$ cat src/rtl/blockade_vram_arbiter.sv
// Single-port 1K x 8 VRAM arbiter: fixed video slot on ce_vid, CPU req/ack in the gaps.
// Optional feature macro: BLOCKADE_VRAM_VBLANK_WRITE_EN restricts CPU writes to vertical blank.
module blockade_vram_arbiter #(
   parameter int unsigned ADDR_WIDTH = 10,
   parameter int unsigned DATA_WIDTH = 8,
   parameter int unsigned WAIT_WIDTH = 16
) (
   input  logic                  clk,
   input  logic                  reset,
   input  logic                  ce_vid,
   input  logic                  vblank,
   input  logic [ADDR_WIDTH-1:0] vid_addr,
   output logic [DATA_WIDTH-1:0] vid_data,
   input  logic                  cpu_req,
   input  logic                  cpu_we,
   input  logic [ADDR_WIDTH-1:0] cpu_addr,
   input  logic [DATA_WIDTH-1:0] cpu_wdata,
   output logic                  cpu_ack,
   output logic [DATA_WIDTH-1:0] cpu_rdata,
   output logic [ADDR_WIDTH-1:0] ram_addr,
   output logic                  ram_we,
   output logic [DATA_WIDTH-1:0] ram_wdata,
   input  logic [DATA_WIDTH-1:0] ram_q,
   output logic [WAIT_WIDTH-1:0] last_wait
);

   localparam logic [0:0] ST_IDLE = 1'b0;
   localparam logic [0:0] ST_ACK  = 1'b1;
   localparam logic [WAIT_WIDTH-1:0] WAIT_MAX = '1;

   logic [0:0]            state_q, state_d;
   logic                  wr_q, wr_d;
   logic                  vid_fetch_q;
   logic [DATA_WIDTH-1:0] vid_data_q;
   logic [DATA_WIDTH-1:0] rdata_q, rdata_d;
   logic [WAIT_WIDTH-1:0] wait_q, wait_d;
   logic [WAIT_WIDTH-1:0] last_wait_q, last_wait_d;
   logic                  wr_ok_c;
   logic                  cpu_grant_c;

`ifdef BLOCKADE_VRAM_VBLANK_WRITE_EN
   assign wr_ok_c = ~cpu_we | vblank;
`else
   assign wr_ok_c = 1'b1;
`endif

   // Video always wins the slot; the CPU only takes free cycles while IDLE
   assign cpu_grant_c = ~ce_vid & cpu_req & (state_q == ST_IDLE) & wr_ok_c;

   assign ram_addr  = cpu_grant_c ? cpu_addr : vid_addr;
   assign ram_we    = cpu_grant_c & cpu_we;
   assign ram_wdata = cpu_wdata;

   // Ack is masked by reset so a pending acknowledge is dropped, not delivered
   assign cpu_ack   = (state_q == ST_ACK) & ~reset;
   assign cpu_rdata = (cpu_ack & ~wr_q) ? ram_q : rdata_q;
   assign vid_data  = vid_data_q;
   assign last_wait = last_wait_q;

   always_comb begin
      state_d     = state_q;
      wr_d        = wr_q;
      rdata_d     = rdata_q;
      wait_d      = wait_q;
      last_wait_d = last_wait_q;
      case (state_q)
         ST_IDLE: begin
            if (cpu_grant_c) begin
               state_d     = ST_ACK;
               wr_d        = cpu_we;
               wait_d      = '0;
               last_wait_d = wait_q;
            end else if (cpu_req && (wait_q != WAIT_MAX)) begin
               wait_d = wait_q + WAIT_WIDTH'(1);
            end
         end
         ST_ACK: begin
            state_d = ST_IDLE;
            if (!wr_q) rdata_d = ram_q;
         end
         default: state_d = ST_IDLE;
      endcase
   end

   always_ff @(posedge clk) begin
      if (reset) begin
         state_q     <= ST_IDLE;
         wr_q        <= 1'b0;
         rdata_q     <= '0;
         wait_q      <= '0;
         last_wait_q <= '0;
      end else begin
         state_q     <= state_d;
         wr_q        <= wr_d;
         rdata_q     <= rdata_d;
         wait_q      <= wait_d;
         last_wait_q <= last_wait_d;
      end
   end

   // Video capture: ram_q carries the fetch one cycle after the video grant
   always_ff @(posedge clk) begin
      if (reset) begin
         vid_fetch_q <= 1'b0;
         vid_data_q  <= '0;
      end else begin
         vid_fetch_q <= ce_vid;
         if (vid_fetch_q) vid_data_q <= ram_q;
      end
   end

endmodule
$ cat config.mk
export PLATFORM = sky130hd
export DESIGN_NAME = blockade_vram_arbiter
export DESIGN_NICKNAME = d
export VERILOG_FILES = /design/src/rtl/blockade_vram_arbiter.sv
export SDC_FILE = /design/constraint.sdc
export NUM_CORES = 1
export LEC_CHECK = 0
export BUFFER_PORTS_ARGS = -buffer_cell sky130_fd_sc_hd__buf_2
export CORE_ASPECT_RATIO = 1.1
export CORE_MARGIN = 2
export CORE_UTILIZATION = 49
export DETAILED_ROUTE_END_ITERATION = 12
export PLACE_DENSITY = 0.87
export SYNTH_ARGS = -nofsm -noshare
export SYNTH_HDL_FRONTEND = slang
export SYNTH_SLANG_ARGS = --single-unit
$ cat constraint.sdc
create_clock -name clk -period 2.2 [get_ports clk]
set_input_delay 0.33 -clock clk [delete_from_list [all_inputs] [get_ports clk]]
set_output_delay 0.33 -clock clk [all_outputs]
set_load 0.03 [all_outputs]
==> results.sh, run 1 <==
export IMPL_syn_nets=352
export IMPL_tightest_slew_ns=0.549
export IMPL_clk_transition_reported_paths_ns=0.09
export IMPL_period_share=0.917
export IMPL_grt_pass1_vias=2072
export IMPL_clk_latency_ns=0.31
export IMPL_htreeDepth=2
export IMPL_startpoint_type="flop"
export IMPL_syn_to_final_growth_pct=18.3
export IMPL_nNetsFinal=416
export IMPL_port_buffers=76
export IMPL_met2_usage=0.336
export IMPL_ys_ff_latch=51
export IMPL_max_cap_violations=0
export IMPL_fmax_mhz=496
export IMPL_path_class="flop to output port"
export IMPL_use_met3=0.0482
export IMPL_clk_path_buf_depth=2
export IMPL_die_h_um=79.1
export IMPL_firstDrtPassIters=4
export IMPL_initial_core_util=0.506
export IMPL_grt_max_degree=56
export IMPL_grt_pass1_wl_mm=9.34
export IMPL_fin_skew_ns=0.00742
export IMPL_drcViolationCount=0
export IMPL_outcome="finished clean"
export IMPL_synth_top_area_frac=0.406
export IMPL_track_usage=0.205
export IMPL_fp_coreArea_mm2=0.00497
export IMPL_antenna_found_initial=0
export IMPL_rsz0062_at_grt="no"
export IMPL_routed_wirelength_mm=5.62
export IMPL_cp_arrival_ns=1.69
export IMPL_fillers=442
export IMPL_post_dp_hpwl_mm=4.00
export IMPL_ys_warnings_count=0
export IMPL_grt_use_met1=0.268
export IMPL_gp_congestion=0.916
export IMPL_critPathRequiredTime_ns=1.87
export IMPL_wire_per_inst_um=13.0
export IMPL_synth_seq_area_share=0.406
export IMPL_async_flop_share=0
export IMPL_place_area_mm2=0.00286
export IMPL_maxSlewHeadroom=0.634
export IMPL_die_w_um=72.3
export IMPL_yosys_area_top_type="dfxtp_1"
export IMPL_ant_nets=0
export IMPL_cts_root_buf="clkbuf_8"
export IMPL_synth_distinct_cells=51
export IMPL_dieArea_mm2=0.00572
export IMPL_postLayoutCellArea_mm2=0.00297
export IMPL_cts_sinks=51
export IMPL_cts_tree="built"
export IMPL_post_cts_setup_buffers=0
export IMPL_grt_overflow=0
export IMPL_final_cell_mix="nand2_1 (93), buf_2 (76), dfxtp_1 (51)"
export IMPL_synth_area_top_cells="dfxtp_1 (41%), nand2_1 (14%), a21oi_1 (6.4%)"
export IMPL_vias=2293
export IMPL_synth_avg_cell_area_um2=8.13
export IMPL_num_rows=27
export IMPL_layout_commonest_cell="nand2_1"
export IMPL_syn_area_mm2=0.00251
export IMPL_hold_viol_final=0
export IMPL_top_usage_layer="met2"
export IMPL_worst_ir_drop_vdd_mv=0.344
export IMPL_power_density_mw_per_mm2=607
export IMPL_n_antenna_cell=0
export IMPL_setup_viol=0
export IMPL_vias_per_cell=5.31
export IMPL_synth_edf_count=0
export IMPL_critPathCaptureType="output port"
export IMPL_worstHoldPathType="input port to flop"
export IMPL_ys_flop_type="dfxtp_1"
export IMPL_power_leakage_nw=1.28
export IMPL_numCtsBuffers=5
export IMPL_io_pins=94
export IMPL_tns_ns=0
export IMPL_path_max_fanout=8
export IMPL_drt_iter0_markers=120
export IMPL_drive_above_1_share=0.302
export IMPL_final_max_slew_violation_count=0
export IMPL_synthCells=309
export IMPL_min_period_ns=2.02
export IMPL_worst_hold_slack_ns=0.275
-- timing repair --
item | CTS | global route
resized for setup | 0 | 1
hold buffers | 0 | 0
endpoints found under the setup margin | 0 | 8
endpoints found under the hold margin | 0 | 0
-- critical path: stages, from the launching register on --
cell,delay (ns)
dfxtp_1,0.43
nand2b_1,0.14
nor2_4,0.25
mux2_2,0.38
buf_2,0.18
-- path summary, 6_finish.rpt --
kind | depth (start not counted) | slack, ns | from | end
worst min register to register | 2 | 0.45 | last_wait[9] | last_wait[9]
worst max register to register | 5 | 0.30 | wait_q[0] | wait_q[5]
worst max-delay path | 4 | 0.18 | state_q | cpu_rdata[5]
worst min-delay path | 3 | 0.28 | ram_q[4] | rdata_q[4]
-- through the flow --
step | power (mW) | setup slack [ns] | util | cells
finish | 1.80 | 0.182 | 0.599 | 432
CTS | 1.82 | 0.0623 | 0.598 | 432
floorplan | 1.18 | 0.413 | - | 309
global route | 1.87 | 0.0942 | 0.599 | 432
detailed placement | 1.23 | 0.354 | 0.577 | 424
global placement | 1.23 | 0.420 | 0.577 | 424
-- layer usage --
| layer | vias to the layer above | wire, µm |
|---|---|---|
| met1 | 1028 | 2460 |
| met5 | - | 0 |
| li1 | 1177 | - |
| met4 | 0 | 83 |
| met3 | 8 | 354 |
| met2 | 80 | 2730 |
-- registers in the layout (all words and copies together) (netlist names) --
signal / count
wr_q: 1
last_wait: 16
wait_q: 16
vid_fetch_q: 1
vid_data: 8
rdata_q: 8
state_q: 1
-- report_power, final --
part	total (mW)	leakage (nW)	internal (mW)	switching [mW]
logic	0.259	0.818	0.0895	0.169
registers	0.955	0.413	0.940	0.0154
clock network	0.590	0.0505	0.286	0.304
total	1.80	1.28	1.32	0.489
-- synthesized netlist by cell type (3+ instances only) --
cell      count
a211oi_1      4
nor2b_1       5
dfxtp_1      51
nor2_1       13
or3_1         4
mux2i_1      13
o21ai_0       3
inv_1         4
a21oi_1      32
buf_2         4
nor3_1        4
nand3_1       3
clkbuf_1     10
buf_4         9
mux2_2        8
buf_6         3
nand2_1      93
nand2b_1      7
nand4_1       4
-- cells by family (layout without fill, tap and decap cells) --
kind of cell    after synthesis  count (layout)  share of synthesized area
fa+ha+maj                     1               1                    0.00498
buf+inv                      30              95                     0.0692
compound gates               55              55                      0.143
flops                        51              51                      0.406
simple gates                151             151                      0.289
mux                          21              21                     0.0876
-- cell type report --
class	count	area (µm²)	area share
clock buffers	7	96.3	0.0324
clock inverters	1	7.51	0.00253
inverters	4	15.0	0.00505
multi-input cells	228	1330	0.447
flip-flops and latches	51	1020	0.343
well taps	58	72.6	0.0244
repair buffers	83	433	0.146
Note: power is estimated with default switching activity, not from simulation.
==> run 2: changes to the inputs <==
- GPL_TIMING_DRIVEN: not set -> 0
- PLACE_DENSITY: 0.87 -> 0.88
- REMOVE_ABC_BUFFERS: not set -> 1
==> run 2 against run 1 <==
  * Global-route usage increased by 0.052 points
  * Count of clock-buffer cells in the layout shrank 1
  * Die area unchanged
  * Design area down 0.67%
  * Critical path type unchanged
==> results.sh, run 2 (synthesis results as in run 1) <==
export IMPL_outcome="finished clean"
export IMPL_clk_latency_ns=0.31
export IMPL_nNetsFinal=412
export IMPL_startpoint_type="flop"
export IMPL_vias_per_cell=5.46
export IMPL_cp_arrival_ns=1.71
export IMPL_num_rows=27
export IMPL_cts_sinks=51
export IMPL_clk_path_buf_depth=2
export IMPL_worst_hold_slack_ns=0.272
export IMPL_routed_wirelength_mm=5.65
export IMPL_fillers=433
export IMPL_wire_per_inst_um=13.2
export IMPL_path_class="flop to output port"
export IMPL_worst_path_max_delay_cell="dfxtp_2"
export IMPL_p_sw_frac=0.272
export IMPL_slowest_delay_ns=0.43
export IMPL_tightest_slew_ns=0.625
export IMPL_clk_transition_reported_paths_ns=0.09
export IMPL_n_antenna_cell=0
export IMPL_power_leakage_nw=1.27
export IMPL_min_period_ns=2.04
export IMPL_track_usage=0.206
export IMPL_r2r_cells=5
export IMPL_period_share=0.928
export IMPL_critPathCaptureType="output port"
export IMPL_switchingPower_mw=0.478
export IMPL_setup_viol=0
export IMPL_critPathRequiredTime_ns=1.87
export IMPL_sequentialPowerShare=0.545
export IMPL_path_max_fanout=9
export IMPL_hold_viol_final=0
export IMPL_ff_latch_area_mm2=0.00102
export IMPL_fmax_mhz=490
export IMPL_final_core_util=0.595
export IMPL_max_cap_violations=0
export IMPL_worst_ir_drop_vdd_mv=0.479
export IMPL_post_dp_hpwl_mm=3.88
export IMPL_total_power_mw=1.75
export IMPL_fp_coreArea_mm2=0.00497
export IMPL_initial_core_util=0.506
export IMPL_final_cell_mix="nand2_1 (93), buf_2 (75), dfxtp_1 (50)"
export IMPL_intPower_mw=1.28
export IMPL_maxSlewHeadroom=0.583
export IMPL_htreeDepth=2
export IMPL_drt_iter0_markers=130
export IMPL_io_pins=94
export IMPL_hold_depth=3
export IMPL_fin_skew_ns=0.00544
export IMPL_die_w_um=72.3
export IMPL_grt_pass1_wl_mm=9.50
export IMPL_grt_pass1_vias=2120
export IMPL_syn_to_final_growth_pct=17.5
export IMPL_gp_congestion=0.855
export IMPL_drive_above_1_share=0.304
export IMPL_multiInputGateArea_mm2=0.00135
export IMPL_drcViolationCount=0
export IMPL_dieArea_mm2=0.00572
export IMPL_power_density_mw_per_mm2=594
export IMPL_final_max_slew_violation_count=0
export IMPL_path_cells="nand2b_2, nor2_4, mux2_2, buf_2"
export IMPL_numCtsBuffers=5
export IMPL_cts_hold_buf=0
export IMPL_rsz0062_at_grt="no"
export IMPL_p_clk_frac=0.309
export IMPL_antenna_found_initial=0
export IMPL_grt_overflow=0
export IMPL_layout_commonest_cell="nand2_1"
export IMPL_firstDrtPassIters=4
export IMPL_pwr_share_comb=0.146
export IMPL_cts_tree="built"
export IMPL_worstHoldPathType="input port to flop"
export IMPL_grt_max_degree=57
export IMPL_die_h_um=79.1
export IMPL_port_buffers=76
export IMPL_ant_nets=0
export IMPL_cts_root_buf="clkbuf_8"
export IMPL_vias=2331
-- run 2: power by group through the flow --
stage               Clock [mW]  Sequential, mW  Combinational, mW
CTS                      0.557           0.955              0.257
detailed placement           0           0.976              0.249
finish                   0.541           0.956              0.256
global route             0.593           0.958              0.279
global placement             0           0.975              0.241
floorplan                    0           0.989              0.134
-- run 2: metal layers --
| metal | share of wire | global-route usage | vias to the layer above |
|---|---|---|---|
| li1 | - | - | 1174 |
| met3 | 0.075 | 0.0495 | 6 |
| met5 | 0 | 0 | - |
| met4 | 0.011 | 0.0830 | 0 |
| met1 | 0.42 | 0.247 | 1065 |
| met2 | 0.49 | 0.350 | 86 |
-- run 2: worst paths after layout --
path,start,end,slack (ns)
hold reg to reg,last_wait[1],last_wait[1],0.45
hold / removal,ram_q[6],rdata_q[6],0.27
setup reg to reg,wait_q[0],wait_q[2],0.32
setup / recovery,state_q,cpu_rdata[7],0.16
-- run 2: stage by stage --
step | setup slack, ns | cells | setup TNS [ns] | cell area [µm²]
5_1_grt | 0.0367 | 427 | 0 | 2950
3_5_place_dp | -0.155 | 418 | -1.47 | 2820
6_report | 0.157 | 427 | 0 | 2950
2_1_floorplan | -0.566 | 283 | -8.81 | 2350
3_3_place_gp | -1.74 | 417 | -45.28 | 2810
4_1_cts | 0.0559 | 427 | 0 | 2950
-- run 2: cell type report --
class	count	area share
Clock buffer	6	0.0280
Clock inverter	1	0.00169
Inverter	4	0.00508
Multi-Input combinational cell	228	0.456
Sequential cell	51	0.346
Tap cell	58	0.0246
Timing Repair Buffer	79	0.139
-- run 2: worst max-delay path: cells and delay by family, from the launching register on --
family                 cells  cell delay [ns]
flip-flops                 1             0.43
AND/OR/NAND/NOR            2             0.42
multiplexers               1             0.37
buffers and inverters      1             0.18
-- run 2: timing repair --
item / CTS / global route
setup endpoints to repair: 19 / 8
pin swaps: 1 / 0
resized for setup: 6 / 2
setup buffers: 2 / 0
hold endpoints to repair: 0 / 0
